### src/rtl/drive_cmd_pkg.sv
// drive_cmd_pkg: command type, STOP encoding and scheduler state encoding
// shared by the drive command scheduler and its FIFO.
package drive_cmd_pkg;

    typedef logic [2:0] cmd_t;

    localparam cmd_t CMD_STOP = 3'd0;

    typedef enum logic [1:0] {
        IDLE,
        PRESENT,
        GAP
    } sched_state_t;

endpackage

### src/rtl/cmd_fifo.sv
// cmd_fifo: synchronous command FIFO with flush. A pop in the same cycle as a
// push on a full FIFO frees the slot first, so the push still succeeds.
// Flush dominates both push and pop.
module cmd_fifo
    import drive_cmd_pkg::*;
#(
    parameter int unsigned DEPTH = 4
) (
    input  logic                   clk,
    input  logic                   reset_n,
    input  logic                   push,
    input  logic                   pop,
    input  logic                   flush,
    input  cmd_t                   din,
    output cmd_t                   dout,
    output cmd_t                   newest,
    output logic                   full,
    output logic                   empty,
    output logic [$clog2(DEPTH):0] level
);

    localparam int unsigned AW = $clog2(DEPTH);
    localparam logic [AW-1:0] PtrOne = 1;
    localparam logic [AW:0] LevelOne = 1;
    localparam logic [AW:0] LevelFull = DEPTH[AW:0];

    cmd_t          mem_q [DEPTH];
    logic [AW-1:0] wr_ptr_q;
    logic [AW-1:0] rd_ptr_q;
    logic [AW:0]   level_q;
    logic          do_push;
    logic          do_pop;

    assign empty   = (level_q == '0);
    assign full    = (level_q == LevelFull);
    assign do_pop  = pop && !empty && !flush;
    assign do_push = push && !flush && (!full || do_pop);
    assign dout    = mem_q[rd_ptr_q];
    assign newest  = mem_q[wr_ptr_q - PtrOne];
    assign level   = level_q;

    // Storage: data only, no reset needed.
    always_ff @(posedge clk) begin
        if (do_push) begin
            mem_q[wr_ptr_q] <= din;
        end
    end

    // Pointers wrap naturally; occupancy tracked separately.
    always_ff @(posedge clk) begin
        if (!reset_n || flush) begin
            wr_ptr_q <= '0;
            rd_ptr_q <= '0;
            level_q  <= '0;
        end else begin
            if (do_push) wr_ptr_q <= wr_ptr_q + PtrOne;
            if (do_pop)  rd_ptr_q <= rd_ptr_q + PtrOne;
            if (do_push && !do_pop) begin
                level_q <= level_q + LevelOne;
            end else if (do_pop && !do_push) begin
                level_q <= level_q - LevelOne;
            end
        end
    end

endmodule

### src/rtl/drive_cmd_scheduler.sv
// drive_cmd_scheduler: queues drive commands for the UART path, gives STOP
// absolute priority, spaces transfers by MIN_GAP_CYCLES and re-sends the last
// command as a heartbeat after HEARTBEAT_CYCLES without a transfer.
// Optional feature: define DRIVE_CMD_SCHED_DEDUP_EN to drop a non-STOP command
// equal to the newest pending one.
module drive_cmd_scheduler
    import drive_cmd_pkg::*;
#(
    parameter int unsigned DEPTH            = 4,
    parameter int unsigned MIN_GAP_CYCLES   = 2_500_000,
    parameter int unsigned HEARTBEAT_CYCLES = 25_000_000
) (
    input  logic                   clk,
    input  logic                   reset_n,
    input  logic [2:0]             cmd_in,
    input  logic                   cmd_valid,
    output logic [2:0]             cmd_out,
    output logic                   out_valid,
    input  logic                   out_ready,
    output logic [$clog2(DEPTH):0] fifo_level,
    output logic                   overflow,
    output logic                   heartbeat
);

    localparam int unsigned GW = $clog2(MIN_GAP_CYCLES + 1);
    localparam int unsigned HW = $clog2(HEARTBEAT_CYCLES);
    localparam logic [GW-1:0] GapLoad = GW'(MIN_GAP_CYCLES - 1);
    localparam logic [GW-1:0] GapOne  = 1;
    localparam logic [HW-1:0] HbMax   = HW'(HEARTBEAT_CYCLES - 1);
    localparam logic [HW-1:0] HbOne   = 1;
`ifdef DRIVE_CMD_SCHED_DEDUP_EN
    localparam bit DedupEn = 1'b1;
`else
    localparam bit DedupEn = 1'b0;
`endif

    sched_state_t  state_q, state_d;
    cmd_t          cur_cmd_q, cur_cmd_d;
    cmd_t          last_cmd_q;
    logic          last_valid_q;
    logic          stop_pending_q;
    logic [GW-1:0] gap_cnt_q;
    logic [HW-1:0] hb_cnt_q;
    logic          overflow_q;

    logic stop_in, norm_in, xfer;
    logic dup_hit, dup_drop, fifo_push, fifo_pop, hb_launch, clr_pending;
    logic fifo_full, fifo_empty;
    cmd_t fifo_dout, fifo_newest;

    assign stop_in   = cmd_valid && (cmd_in == CMD_STOP);
    assign norm_in   = cmd_valid && !stop_in;
    assign xfer      = (state_q == PRESENT) && out_ready;
    assign dup_drop  = DedupEn && norm_in && dup_hit;
    assign fifo_push = norm_in && !dup_drop;

    cmd_fifo #(
        .DEPTH (DEPTH)
    ) u_fifo (
        .clk     (clk),
        .reset_n (reset_n),
        .push    (fifo_push),
        .pop     (fifo_pop),
        .flush   (stop_in),
        .din     (cmd_in),
        .dout    (fifo_dout),
        .newest  (fifo_newest),
        .full    (fifo_full),
        .empty   (fifo_empty),
        .level   (fifo_level)
    );

    // Duplicate reference: newest queued entry, else the command on the output, else last sent.
    always_comb begin
        dup_hit = 1'b0;
        if (!fifo_empty) begin
            dup_hit = (cmd_in == fifo_newest);
        end else if (state_q == PRESENT) begin
            dup_hit = (cmd_in == cur_cmd_q);
        end else begin
            dup_hit = last_valid_q && (cmd_in == last_cmd_q);
        end
    end

    // Next-state: STOP > FIFO > heartbeat; a STOP arriving while IDLE blocks any launch.
    always_comb begin
        state_d     = state_q;
        cur_cmd_d   = cur_cmd_q;
        fifo_pop    = 1'b0;
        hb_launch   = 1'b0;
        clr_pending = 1'b0;
        unique case (state_q)
            IDLE: begin
                if (stop_pending_q) begin
                    cur_cmd_d   = CMD_STOP;
                    clr_pending = 1'b1;
                    state_d     = PRESENT;
                end else if (!stop_in) begin
                    if (!fifo_empty) begin
                        fifo_pop  = 1'b1;
                        cur_cmd_d = fifo_dout;
                        state_d   = PRESENT;
                    end else if (last_valid_q && (hb_cnt_q >= HbMax)) begin
                        hb_launch = 1'b1;
                        cur_cmd_d = last_cmd_q;
                        state_d   = PRESENT;
                    end
                end
            end
            PRESENT: begin
                if (out_ready) state_d = GAP;
            end
            GAP: begin
                if (gap_cnt_q == '0) state_d = IDLE;
            end
            default: state_d = IDLE;
        endcase
    end

    // State, counters, last command, STOP latch and sticky overflow.
    always_ff @(posedge clk) begin
        if (!reset_n) begin
            state_q        <= IDLE;
            cur_cmd_q      <= CMD_STOP;
            last_cmd_q     <= CMD_STOP;
            last_valid_q   <= 1'b0;
            stop_pending_q <= 1'b0;
            gap_cnt_q      <= '0;
            hb_cnt_q       <= '0;
            overflow_q     <= 1'b0;
        end else begin
            state_q   <= state_d;
            cur_cmd_q <= cur_cmd_d;
            if (stop_in) begin
                stop_pending_q <= 1'b1;
            end else if (clr_pending) begin
                stop_pending_q <= 1'b0;
            end
            if (xfer) begin
                last_cmd_q   <= cur_cmd_q;
                last_valid_q <= 1'b1;
                gap_cnt_q    <= GapLoad;
                hb_cnt_q     <= '0;
            end else begin
                if ((state_q == GAP) && (gap_cnt_q != '0)) gap_cnt_q <= gap_cnt_q - GapOne;
                if (hb_cnt_q != HbMax) hb_cnt_q <= hb_cnt_q + HbOne;
            end
            if (norm_in && !dup_drop && fifo_full && !fifo_pop) overflow_q <= 1'b1;
        end
    end

    assign cmd_out   = cur_cmd_q;
    assign out_valid = (state_q == PRESENT);
    assign overflow  = overflow_q;
    assign heartbeat = hb_launch;

endmodule

### config.mk
export PLATFORM = sky130hd
export DESIGN_NAME = drive_cmd_scheduler
export DESIGN_NICKNAME = d
export VERILOG_FILES = /design/src/rtl/drive_cmd_pkg.sv /design/src/rtl/cmd_fifo.sv /design/src/rtl/drive_cmd_scheduler.sv
export SDC_FILE = /design/constraint.sdc
export NUM_CORES = 1
export LEC_CHECK = 0
export CORE_MARGIN = 2
export CORE_UTILIZATION = 45
export DETAILED_ROUTE_END_ITERATION = 10
export DONT_BUFFER_PORTS = 1
export GPL_ROUTABILITY_DRIVEN = 0
export PLACE_DENSITY = 0.66
export SYNTH_ARGS = -nofsm -noshare
export SYNTH_HDL_FRONTEND = slang
export SYNTH_HIERARCHICAL = 1
export SYNTH_SLANG_ARGS = --single-unit
### constraint.sdc
create_clock -name clk -period 7.5 [get_ports clk]
set_input_delay 1.5 -clock clk [delete_from_list [all_inputs] [get_ports clk]]
set_output_delay 1.5 -clock clk [all_outputs]
set_load 0.02 [all_outputs]
Yosys cells after proc, flatten, opt, wreduce, memory -nomap -nowiden
Memories as Yosys holds them, arrays and structs flattened. A register that Yosys moved wholly into a read port is not among the register bits.
Index checks and enable logic that the tools add are counted.
{"block": "word_totals", "reg_bits": 65, "ramBits": 12, "out_inout_bits": 9, "input_bits": 7, "latchBits": 0, "memories": 1, "romBits": 0}
{"block": "classes", "bitwise": 1, "reduce_logical": 33, "mul": 0, "div": 0, "add_sub_neg": 6, "magnitude_cmp": 1, "shifts": 0, "n_mux": 32, "n_eq_ne": 10}
{"memory": "u_fifo.mem_q", "words": 4, "word_bits": 3, "read_ports": 1, "rd_ports_with_merged_regs": 1, "wr": 1, "line": "cmd_fifo.sv:27", "rtl": "cmd_t mem_q [DEPTH];"}
{"op": "$mux 22", "count": 2}
{"op": "$add 25x1->25 const B", "count": 1}
{"op": "$ge 25x25->1 const B", "count": 1}
{"op": "$ne 25x25->1 const B", "count": 1}
{"op": "$logic_not 22->1", "count": 1}
{"op": "$reduce_bool 22->1", "count": 1}
{"op": "$sub 22x1->22 const B", "count": 1}
{"op": "$mux 3", "count": 6}
{"op": "$mux 2", "count": 8}
{"op": "$mux 1", "count": 15}
{"op": "$logic_and 1x1->1", "count": 13}
{"op": "$logic_not 1->1", "count": 7}
{"op": "$logic_not 3->1", "count": 2}
{"op": "$pmux 2 s3", "count": 1}
{"op": "$reduce_bool 2->1", "count": 3}
{"op": "$add 2x1->2 const B", "count": 2}
{"op": "$ne 2x2->1 const B", "count": 2}
{"op": "$ne 4x4->1 const B", "count": 1}
{"op": "$reduce_and 4->1", "count": 1}
{"op": "$add 3x1->3 const B", "count": 1}
{"op": "$eq 3x3->1 const B", "count": 1}
{"op": "$ne 3x2->1 const B", "count": 1}
{"op": "$ne 3x3->1 const B", "count": 1}
{"op": "$reduce_and 3->1", "count": 1}
{"op": "other kinds (8)", "count": 9}

Depth between registers and ports, before layout
Gate-level depths: netlist (run 1).
{"block": "depth", "ltp_word": 13, "depth_mapped": 12, "ltp_nobuf": 12}

Cells and area by module
Netlist (run 1), hierarchy kept.
{"module": "drive_cmd_scheduler", "instances": 1, "cells_per_inst": 328, "area_per_inst_um2": 2879.0, "seq_area_each_um2": 1161.1}
{"module": "cmd_fifo", "instances": 1, "cells_per_inst": 71, "area_per_inst_um2": 1008.5, "seq_area_each_um2": 540.5}

Worst setup path after synthesis (run 1)
Ideal clock, no wire load.
{"block": "synth_path", "path_type": "input -> register", "startpoint": "input port cmd_in[1]", "endpoint": "register u_fifo.level_q[2], in the netlist u_fifo/level[2]", "slack_ns": 3.393, "stages": 11, "setup_time_ns": 0.070, "n_path_buf": 0, "t_arrival_ns": 4.037, "path_cell_list": "or4b_2 -> inv_1 -> nor2_1 -> or4b_4 -> and2_4 -> ha_1 -> inv_1 -> fa_1 -> xor2_1 -> or3_1 -> a21oi_1"}
{"block": "synth_via", "elab_chain_cells": 12}
{"element": "start, declared", "line": "drive_cmd_scheduler.sv:15", "rtl": "input logic [2:0] cmd_in,"}
{"element": "$logic_not 3->1 (*)", "line": "drive_cmd_scheduler.sv:51", "rtl": "assign stop_in = cmd_valid && (cmd_in == CMD_STOP);"}
{"element": "$logic_and 1x1->1 (*)", "line": "drive_cmd_scheduler.sv:51"}
{"element": "net stop_in", "line": "drive_cmd_scheduler.sv:46", "rtl": "logic stop_in, norm_in, xfer;"}
{"element": "$mux 1 (*)", "line": "drive_cmd_scheduler.sv:98", "rtl": "end else if (!stop_in) begin"}
{"element": "$mux 1 (*)", "line": "drive_cmd_scheduler.sv:94", "rtl": "if (stop_pending_q) begin"}
{"element": "$mux 1 (*)", "line": "drive_cmd_scheduler.sv:92", "rtl": "unique case (state_q)"}
{"element": "net fifo_pop", "line": "drive_cmd_scheduler.sv:47", "rtl": "logic dup_hit, dup_drop, fifo_push, fifo_pop, hb_launch, clr_pending;"}
{"element": "$logic_and 1x1->1 (*) (2 in a row)", "line": "cmd_fifo.sv:36", "rtl": "assign do_pop = pop && !empty && !flush;"}
{"element": "$logic_or 1x1->1 (*)", "line": "cmd_fifo.sv:37", "rtl": "assign do_push = push && !flush && (!full || do_pop);"}
{"element": "$logic_and 1x1->1 (*)", "line": "cmd_fifo.sv:37"}
{"element": "net u_fifo.do_push", "line": "cmd_fifo.sv:31", "rtl": "logic do_push;"}
{"element": "$logic_not 1->1", "line": "cmd_fifo.sv:60", "rtl": "end else if (do_pop && !do_push) begin"}
{"element": "$logic_and 1x1->1", "line": "cmd_fifo.sv:60"}
{"element": "$reduce_bool 2->1 (no line)"}
{"element": "end signal, assigned", "line": "cmd_fifo.sv:59", "rtl": "level_q <= level_q + LevelOne;"}
{"element": "end signal, assigned", "line": "cmd_fifo.sv:61", "rtl": "level_q <= level_q - LevelOne;"}
{"element": "end, declared", "line": "cmd_fifo.sv:30", "rtl": "logic [AW:0] level_q;"}
Mark *: on every way through the listed nets, which the timed path passes. The rest lies on a longest branch.
A chain may end at the register's enable or synchronous reset.

Final worst setup path (run 1)
{"block": "layout_path", "startpoint": "input port cmd_in[1]", "endpoint": "output port heartbeat"}
{"block": "layout_via", "elab_chain_cells": 5}
{"element": "$logic_not 3->1", "line": "drive_cmd_scheduler.sv:51"}
{"element": "$logic_and 1x1->1", "line": "drive_cmd_scheduler.sv:51"}
{"element": "net stop_in", "line": "drive_cmd_scheduler.sv:46"}
{"element": "$mux 1", "line": "drive_cmd_scheduler.sv:98"}
{"element": "$mux 1", "line": "drive_cmd_scheduler.sv:94"}
{"element": "$mux 1", "line": "drive_cmd_scheduler.sv:92"}
{"element": "end, declared", "line": "drive_cmd_scheduler.sv:22", "rtl": "output logic heartbeat"}
The timed path passes the listed nets, and every way through them passes these cells.

==> results of run 1 <==
==> worst max path at each step <==
stage                                      start                           end  slack, ps  cells after the start
finish                                 cmd_in[1]                     heartbeat       3410                      3
global route        u_fifo/level[1]$_SDFFE_PP0P_                     heartbeat       3230                      4
CTS                                    cmd_in[1]                     heartbeat       3410                      3
detailed placement                     cmd_in[1]  u_fifo/level[2]$_SDFFE_PP0P_       3230                     11
global placement                       cmd_in[1]  u_fifo/level[2]$_SDFFE_PP0P_       3260                     11
floorplan                              cmd_in[1]  u_fifo/level[2]$_SDFFE_PP0P_       3390                     11
==> layout by cell type (no fill, tap or decap), drive strengths merged, types with 12 or more instances in the layout <==
| master | instances |
|---|---|
| o21ai | 12 |
| a21oi | 26 |
| nand2 | 25 |
| xnor2 | 15 |
| edfxtp | 12 |
| dfxtp | 67 |
| inv | 16 |
| nor3 | 17 |
| or3 | 12 |
| nor2 | 43 |
| xor2 | 18 |
==> layout make-up <==
cell class                      instances  area, um2
Clock inverter                          7       62.6
Inverter                               12       45.0
Multi-Input combinational cell        290       2010
Fill cell                             780       4130
Clock buffer                            9        124
Timing Repair Buffer                    2       15.0
Tap cell                              105        131
Sequential cell                        79       1700
==> sequential cells by signal (all words and copies together), names as in the netlist, named ones only <==
register / cells
gap_cnt_q: 22
hb_cnt_q: 25
u_fifo/level: 3
u_fifo/wr_ptr_q: 2
stop_pending_q: 1
cmd_out: 3
overflow: 1
u_fifo/mem_q: 12
u_fifo/rd_ptr_q: 2
last_cmd_q: 3
state_q: 2
last_valid_q: 1
==> worst max-delay path: stages <==
cell and delay, ps:
or4b_2 700, inv_1 200, nor3_1 180
==> metrics by stage <==
step	hold WS, ps	utilization, %	power (mW)	instances	setup WS [ps]
floorplan	433	-	0.995	396	3390
global placement	442	47.5	1.06	488	3260
detailed placement	448	47.5	1.08	488	3230
CTS	460	49.7	1.38	504	3410
global route	481	49.7	1.46	504	3230
finish	462	49.7	1.37	504	3410
==> power breakdown <==
group	switching (mW)	total [mW]	internal [mW]
registers	0.0772	0.567	0.490
logic	0.316	0.503	0.186
clock network	0.175	0.302	0.127
==> routing by layer <==
metal / up-vias / part of all wire [%]
met5: - / 0
met4: 0 / 2.0
met3: 11 / 2.5
met2: 18 / 47
met1: 1370 / 48
li1: 1441 / -
==> run_results.csv, run 1 <==
group,metric,value,unit
hold_path,hp-class,"register to register",
clocking,cts_max_level,3,
clocking,clock-sinks,79,
global_route,grt_pass1_wl,12.5,mm
routing,route.detailed.drc,0,
worst_setup_path,path_max_fanout,8,
clocking,clock_latency,360,ps
floorplan,pin_count,16,
global_route,met1_usage,21.8,%
sta,relSlewSlack,34.1,%
worst_setup_path,worst-r2r-setup-slack,4130,ps
routing,firstDrtPassIters,4,
floorplan,start_util,46.5,%
routing,wl_per_cell,14.8,um
logic_synthesis,syn_inst,396,
global_route,use_met3,3.68,%
clocking,numCtsBuffers,9,
clocking,clockBufferDepth,2,
run,drv_cap,0,
sta,skew,4.65,ps
logic_synthesis,syn-num-nets,412,
final_layout,final_layout_size_suffix_gt1_share,11.5,%
worst_setup_path,crit_path_start_kind,"primary input",
clocking,hold_buffers,0,
placement,port-buffer-count,0,
global_route,grt_start_max_net_pins,32,
sta,fin_crit_sh,54.5,%
worst_setup_path,crit_arrival,2590,ps
sta,fmax,0.245,GHz
final_layout,nets,410,
power_and_ir_drop,p_leak,1.40,nW
hold_path,hold_end,"last_cmd_q[1]$_SDFFE_PN0P_",
global_route,met2_usage,28.7,%
final_layout,area_growth,6.98,%
worst_setup_path,reg2reg_depth,12,
sta,finalMaxSlewViolations,0,
outcome,status,"completed",
clocking,cts_root_buf,"clkbuf_8",
floorplan,die_h,96.1,um
routing,postRouteWirelength,7.46,mm
power_and_ir_drop,power_density,336,nW/um2
floorplan,die_w,96.1,um
sta,hold_viol,0,
routing,vias,2840,
logic_synthesis,syn_avg_cell_area,9.65,um2
global_route,grtUsageTotal,17.5,%
sta,worstMarginPinSlew,982,ps
floorplan,core,8220,um2
sta,fin_crit,4090,ps
global_route,top_usage_layer,"met2",
clocking,cts_resized,0,
worst_setup_path,path_class,"primary input to output port",
placement,hpwl,5.18,mm
worst_setup_path,r2r-end,"u_fifo/level[2]$_SDFFE_PP0P_",
placement,placed_area,3900,um2
global_route,antenna_found_initial,0,
clocking,cts_tree,"built",
worst_setup_path,crit_required,6000,ps
routing,via_per_inst,5.63,
sta,rsz0062_at_grt,"no",
logic_synthesis,synth-warning-count,6,
global_route,grt_pass1_vias,2764,
sta,setup_viol,0,
final_layout,insertedDiodeCount,0,
hold_path,min_from,"last_cmd_q[1]$_SDFFE_PN0P_",
global_route,overflow,0,
floorplan,rows,33,
hold_path,holdPathStages,2,
sta,fin_setup_tns,0,ps
routing,first_iter_violations,117,
clocking,cts_setup_buffers,0,
worst_setup_path,r2r_start,"u_fifo/level[1]$_SDFFE_PP0P_",
floorplan,dieArea,9240,um2
clocking,clk_pin_slew,90,ps
final_layout,fin_area,4090,um2
worst_setup_path,critPathCaptureType,"output port",
power_and_ir_drop,ir_drop,0.185,mV
routing,ant_nets,0,
logic_synthesis,syn-cell-area,3820,um2
Power figures use the tool's default switching activity.
==> inputs of run 2 (changes only) <==
--- a/config.mk
+++ b/config.mk
@@ -10,7 +10,7 @@
 export DETAILED_ROUTE_END_ITERATION = 10
 export DONT_BUFFER_PORTS = 1
 export GPL_ROUTABILITY_DRIVEN = 0
-export PLACE_DENSITY = 0.66
+export PLACE_DENSITY = 0.68
 export SYNTH_ARGS = -nofsm -noshare
 export SYNTH_HDL_FRONTEND = slang
 export SYNTH_HIERARCHICAL = 1
==> constraint.sdc (replaced) <==
create_clock -name clk -period 3.7 [get_ports clk]
set_input_delay 0.74 -clock clk [delete_from_list [all_inputs] [get_ports clk]]
set_output_delay 0.74 -clock clk [all_outputs]
set_load 0.02 [all_outputs]
==> run_results.csv, run 2 (synthesized netlist as in run 1, its figures left out) <==
group,metric,value,unit
floorplan,dieArea,9240,um2
outcome,status,"completed",
power_and_ir_drop,p_leak,1.44,nW
routing,firstDrtPassIters,4,
final_layout,most-common-layout-cells,"67 x dfxtp_1, 43 x nor2_1, 26 x a21oi_1, 25 x nand2_1, 18 x xor2_1",
clocking,cts_resized,0,
clocking,clock_latency,360,ps
worst_setup_path,r2r-end,"u_fifo/level[2]$_SDFFE_PP0P_",
worst_setup_path,reg2reg_depth,13,
final_layout,insertedDiodeCount,0,
worst_setup_path,crit_buf_inv,1,
final_layout,reg_top3,"hb_cnt_q (25), gap_cnt_q (22), u_fifo/mem_q (12)",
sta,relSlewSlack,44.0,%
routing,first_iter_violations,139,
worst_setup_path,crit_required,2960,ps
worst_setup_path,crit_family,"simple AND/OR/NAND/NOR gates",
placement,hpwl,5.27,mm
final_layout,area_growth,8.88,%
clocking,cts_setup_buffers,0,
worst_setup_path,crit_slowest_cell,"nor2_1",
floorplan,die_w,96.1,um
final_layout,largest-register,"hb_cnt_q",
sta,hold_viol,0,
final_layout,largest_reg_flops,25,
worst_setup_path,worst-r2r-setup-slack,840,ps
final_layout,final_layout_size_suffix_gt1_share,12.4,%
final_layout,fin_cells,508,
final_layout,fillCellCount,794,
worst_setup_path,crit_arrival,2340,ps
clocking,clock-sinks,79,
clocking,numCtsBuffers,9,
hold_path,hold_end,"last_cmd_q[0]$_SDFFE_PN0P_",
power_and_ir_drop,power_density,704,nW/um2
global_route,antenna_found_initial,0,
worst_setup_path,critPathCaptureType,"output port",
floorplan,die_h,96.1,um
final_layout,layout_commonest_cell,"dfxtp_1",
clocking,clk_pin_slew,90,ps
sta,rsz0062_at_grt,"no",
worst_setup_path,r2r_start,"u_fifo/level[1]$_SDFFE_PP0P_",
floorplan,core,8220,um2
clocking,cts_tree,"built",
sta,worstMarginPinSlew,832,ps
final_layout,fin_area,4160,um2
floorplan,rows,33,
sta,fmax,0.324,GHz
worst_setup_path,cpPeakStageDelay,450,ps
routing,route.detailed.drc,0,
sta,setup_viol,0,
sta,fin_crit_sh,83.3,%
clocking,hold_buffers,0,
routing,ant_nets,0,
worst_setup_path,crit_path_cell_trace,"nor4_1 -> nand4_1 -> nor2_1 -> a211oi_1 -> nor3_1 -> buf_4",
worst_setup_path,path_max_fanout,6,
worst_setup_path,path_class,"register to output port",
run,drv_cap,0,
placement,place_inst,492,
final_layout,nets,414,
clocking,cts_root_buf,"clkbuf_8",
hold_path,hp-class,"register to register",
sta,fin_setup_tns,0,ps
global_route,grt_pass1_vias,2737,
floorplan,pin_count,16,
global_route,grt_start_max_net_pins,21,
global_route,overflow,0,
routing,postRouteWirelength,7.60,mm
sta,fin_crit,3080,ps
floorplan,start_util,46.5,%
sta,finalMaxSlewViolations,0,
routing,via_per_inst,5.62,
clocking,cts_max_level,3,
global_route,grt_pass1_wl,13.0,mm
hold_path,holdPathStages,2,
clocking,clockBufferDepth,2,
routing,vias,2857,
placement,placed_area,3930,um2
placement,port-buffer-count,0,
sta,skew,12.2,ps
hold_path,min_from,"last_cmd_q[0]$_SDFFE_PN0P_",
routing,wl_per_cell,15.0,um
worst_setup_path,crit_path_start_kind,"register",
global_route,grtUsageTotal,18.2,%
power_and_ir_drop,ir_drop,0.371,mV
run 2: cell types whose count changed in the layout (fill, tap and decap cells not counted):
cell	delta
inv_8	-1
bufinv_16	+2
clkinvlp_4	-1
clkbuf_8	+1
inv_6	-2
buf_4	+4
clkinv_2	+1
run 2: layout make-up:
cell class              instances  area (um2)  share of cell area (%)
flip-flops and latches         79        1700                    40.9
well taps                     105         131                    3.16
inverters                      12        45.0                    1.08
clock inverters                 6        91.3                    2.20
multi-input cells             290        2010                    48.3
clock buffers                  10         138                    3.31
repair buffers                  6        45.0                    1.08
run 2: through the flow:
step | utilization (%) | setup WS (ps) | hold WS, ps | total power, mW
finish | 50.6 | 616 | 461 | 2.93
global route | 50.6 | 370 | 448 | 3.12
CTS | 50.6 | 594 | 461 | 2.94
detailed placement | 47.8 | 304 | 450 | 2.21
global placement | 47.8 | 351 | 442 | 2.17
floorplan | - | 353 | 433 | 2.02
run 2: worst max-delay path by stage:
stage          cells past startpoint                      endpoint  slack, ps                     start
5_1_grt                            6                     heartbeat        370  hb_cnt_q[8]$_SDFFE_PP0P_
6_report                           6                     heartbeat        620  hb_cnt_q[8]$_SDFFE_PP0P_
2_1_floorplan                     11  u_fifo/level[2]$_SDFFE_PP0P_        350                 cmd_in[1]
3_5_place_dp                      11  u_fifo/level[2]$_SDFFE_PP0P_        300                 cmd_in[1]
4_1_cts                            6                     heartbeat        590  hb_cnt_q[8]$_SDFFE_PP0P_
3_3_place_gp                      11  u_fifo/level[2]$_SDFFE_PP0P_        350                 cmd_in[1]
run 2: layer usage:
layer / GRT usage, % / wire length (um)
met2: 30.7 / 3820
met1: 22.5 / 3440
met5: 0 / 0
met3: 5.40 / 268
met4: 5.00 / 74
run 2: report_power, final:
group / switching, mW / total, mW / leakage (nW) / internal (mW)
Combinational: 0.658 / 1.05 / 0.676 / 0.388
Sequential: 0.156 / 1.15 / 0.652 / 0.994
Clock: 0.330 / 0.732 / 0.117 / 0.402
Total: 1.14 / 2.93 / 1.44 / 1.78
run 2: tightest hold or removal path, cell delays in order, from the launching register on:
cell	delay, ps
dfxtp_1	310
nand2_1	50
a21oi_1	50
==> inputs of run 3 (changes only) <==
--- a/config.mk
+++ b/config.mk
@@ -10,7 +10,7 @@
 export DETAILED_ROUTE_END_ITERATION = 10
 export DONT_BUFFER_PORTS = 1
 export GPL_ROUTABILITY_DRIVEN = 0
-export PLACE_DENSITY = 0.68
+export PLACE_DENSITY = 0.66
 export SYNTH_ARGS = -nofsm -noshare
 export SYNTH_HDL_FRONTEND = slang
 export SYNTH_HIERARCHICAL = 1
==> constraint.sdc (replaced) <==
create_clock -name clk -period 2.9 [get_ports clk]
set_input_delay 0.58 -clock clk [delete_from_list [all_inputs] [get_ports clk]]
set_output_delay 0.58 -clock clk [all_outputs]
set_load 0.02 [all_outputs]
==> run_results.csv, run 3 (synthesized netlist as in run 1, its figures left out) <==
group,metric,value,unit
outcome,status,"completed",
final_layout,final_layout_size_suffix_gt1_share,15.5,%
global_route,grtUsageTotal,17.5,%
worst_setup_path,crit_required,2320,ps
worst_setup_path,crit_buf_inv,1,
sta,fmax,0.364,GHz
worst_setup_path,crit_path_cell_trace,"and4_1 -> nand2_1 -> a311oi_1 -> a211oi_1 -> nor3_1 -> buf_4",
final_layout,utilization,52.0,%
power_and_ir_drop,power_density,921,nW/um2
sta,fin_crit,2750,ps
clocking,cts_tree,"built",
floorplan,die_h,96.1,um
final_layout,layout_commonest_cell,"dfxtp_1",
placement,placed_area,4020,um2
power_and_ir_drop,p_leak,1.50,nW
floorplan,pin_count,16,
global_route,grt_start_max_net_pins,36,
routing,top_layer,"met4",
sta,hold_viol,0,
clocking,cts_setup_buffers,0,
clocking,numCtsBuffers,9,
sta,setup_viol,0,
sta,whs,316,ps
final_layout,fin_area,4270,um2
worst_setup_path,reg2reg_depth,12,
hold_path,hp-class,"primary input to register",
placement,hpwl,5.27,mm
sta,rsz0062_at_grt,"no",
floorplan,dieArea,9240,um2
clocking,clk_pin_slew,90,ps
global_route,antenna_found_initial,0,
placement,place_inst,501,
floorplan,rows,33,
power_and_ir_drop,totalPowerFinal,3.93,mW
worst_setup_path,path_class,"register to output port",
clocking,cts_root_buf,"clkbuf_8",
routing,ant_nets,0,
worst_setup_path,crit_path_start_kind,"register",
sta,skew,9.04,ps
routing,via_per_inst,5.67,
worst_setup_path,critPathCaptureType,"output port",
clocking,hold_buffers,0,
final_layout,fin_cells,517,
run,drv_cap,0,
sta,finalMaxSlewViolations,0,
routing,route.detailed.drc,0,
floorplan,core,8220,um2
sta,worstMarginPinSlew,848,ps
routing,routed-wl-met3,251,um
routing,first_iter_violations,127,
global_route,overflow,0,
worst_setup_path,cpPeakStageDelay,400,ps
routing,firstDrtPassIters,4,
power_and_ir_drop,ir_drop,0.505,mV
hold_path,holdPathStages,0,
floorplan,die_w,96.1,um
final_layout,largest_reg_flops,25,
worst_setup_path,worst-r2r-setup-slack,360,ps
worst_setup_path,path_depth,6,
placement,port-buffer-count,0,
worst_setup_path,crit_slowest_cell,"a311oi_1",
sta,fin_crit_sh,94.8,%
clocking,cts_resized,0,
clocking,clockBufferDepth,2,
routing,postRouteWirelength,7.49,mm
clocking,clock_latency,350,ps
worst_setup_path,crit_arrival,2170,ps
floorplan,start_util,46.5,%
routing,wl_met1,3.56,mm
routing,met2_length,3.57,mm
final_layout,insertedDiodeCount,0,
global_route,grt_pass1_vias,2793,
clocking,cts_max_level,3,
worst_setup_path,path_max_fanout,8,
final_layout,most-common-layout-cells,"67 x dfxtp_1, 42 x nor2_1, 26 x a21oi_1, 25 x nand2_1, 18 x xor2_1",
clocking,clock-sinks,79,
sta,relSlewSlack,43.0,%
final_layout,largest-register,"hb_cnt_q",
routing,vias,2933,
worst_setup_path,crit_family,"simple AND/OR/NAND/NOR gates",
final_layout,reg_top3,"hb_cnt_q (25), gap_cnt_q (22), u_fifo/mem_q (12)",
final_layout,area_growth,11.9,%
final_layout,nets,423,
routing,wl_per_cell,14.5,um
global_route,grt_pass1_wl,12.7,mm
run 3: path summary, 6_finish.rpt:
kind	start	to
worst max-delay path	hb_cnt_q[3]$_SDFFE_PP0P_	heartbeat
worst min-delay path	cmd_in[0]	u_fifo/mem_q[3][0]$_DFFE_PP_
worst max register to register	u_fifo/level[1]$_SDFFE_PP0P_	u_fifo/level[2]$_SDFFE_PP0P_
worst min register to register	last_cmd_q[1]$_SDFFE_PN0P_	last_cmd_q[1]$_SDFFE_PN0P_
run 3: area by class of cell:
cell class              instances  area [um2]
fillers                       728        3940
multi-input cells             290        2030
flip-flops and latches         79        1700
well taps                     105         131
clock inverters                 7         128
clock buffers                   9         124
repair buffers                 15         113
inverters                      12        47.5
run 3: routing by layer:
metal	track usage, %	vias up
met5	0	-
li1	-	1475
met2	28.6	41
met4	8.57	0
met3	3.52	10
met1	22.0	1407
run 3: power breakdown:
group / internal, mW / total, mW / switching, mW
registers: 1.27 / 1.42 / 0.157
clock network: 0.585 / 1.02 / 0.438
logic: 0.584 / 1.49 / 0.902
total: 2.44 / 3.93 / 1.50
run 3: per-stage QoR:
step | setup TNS (ps) | setup WS (ps)
detailed placement | -54.8 | -54.8
global placement | 0 | 18.7
floorplan | -47.4 | -31.3
finish | 0 | 150
global route | 0 | 4.89
CTS | 0 | 110
run 3: worst register-to-register path: cells and delay by family, from the launching register on:
kind                     cells  cell delay, ps
AO/OA/AOI/OAI                1             140
XOR/XNOR                     1              70
adder cells (fa/ha/maj)      2             340
buffers and inverters        1              50
flip-flops                   1             320
AND/OR/NAND/NOR              7            1540
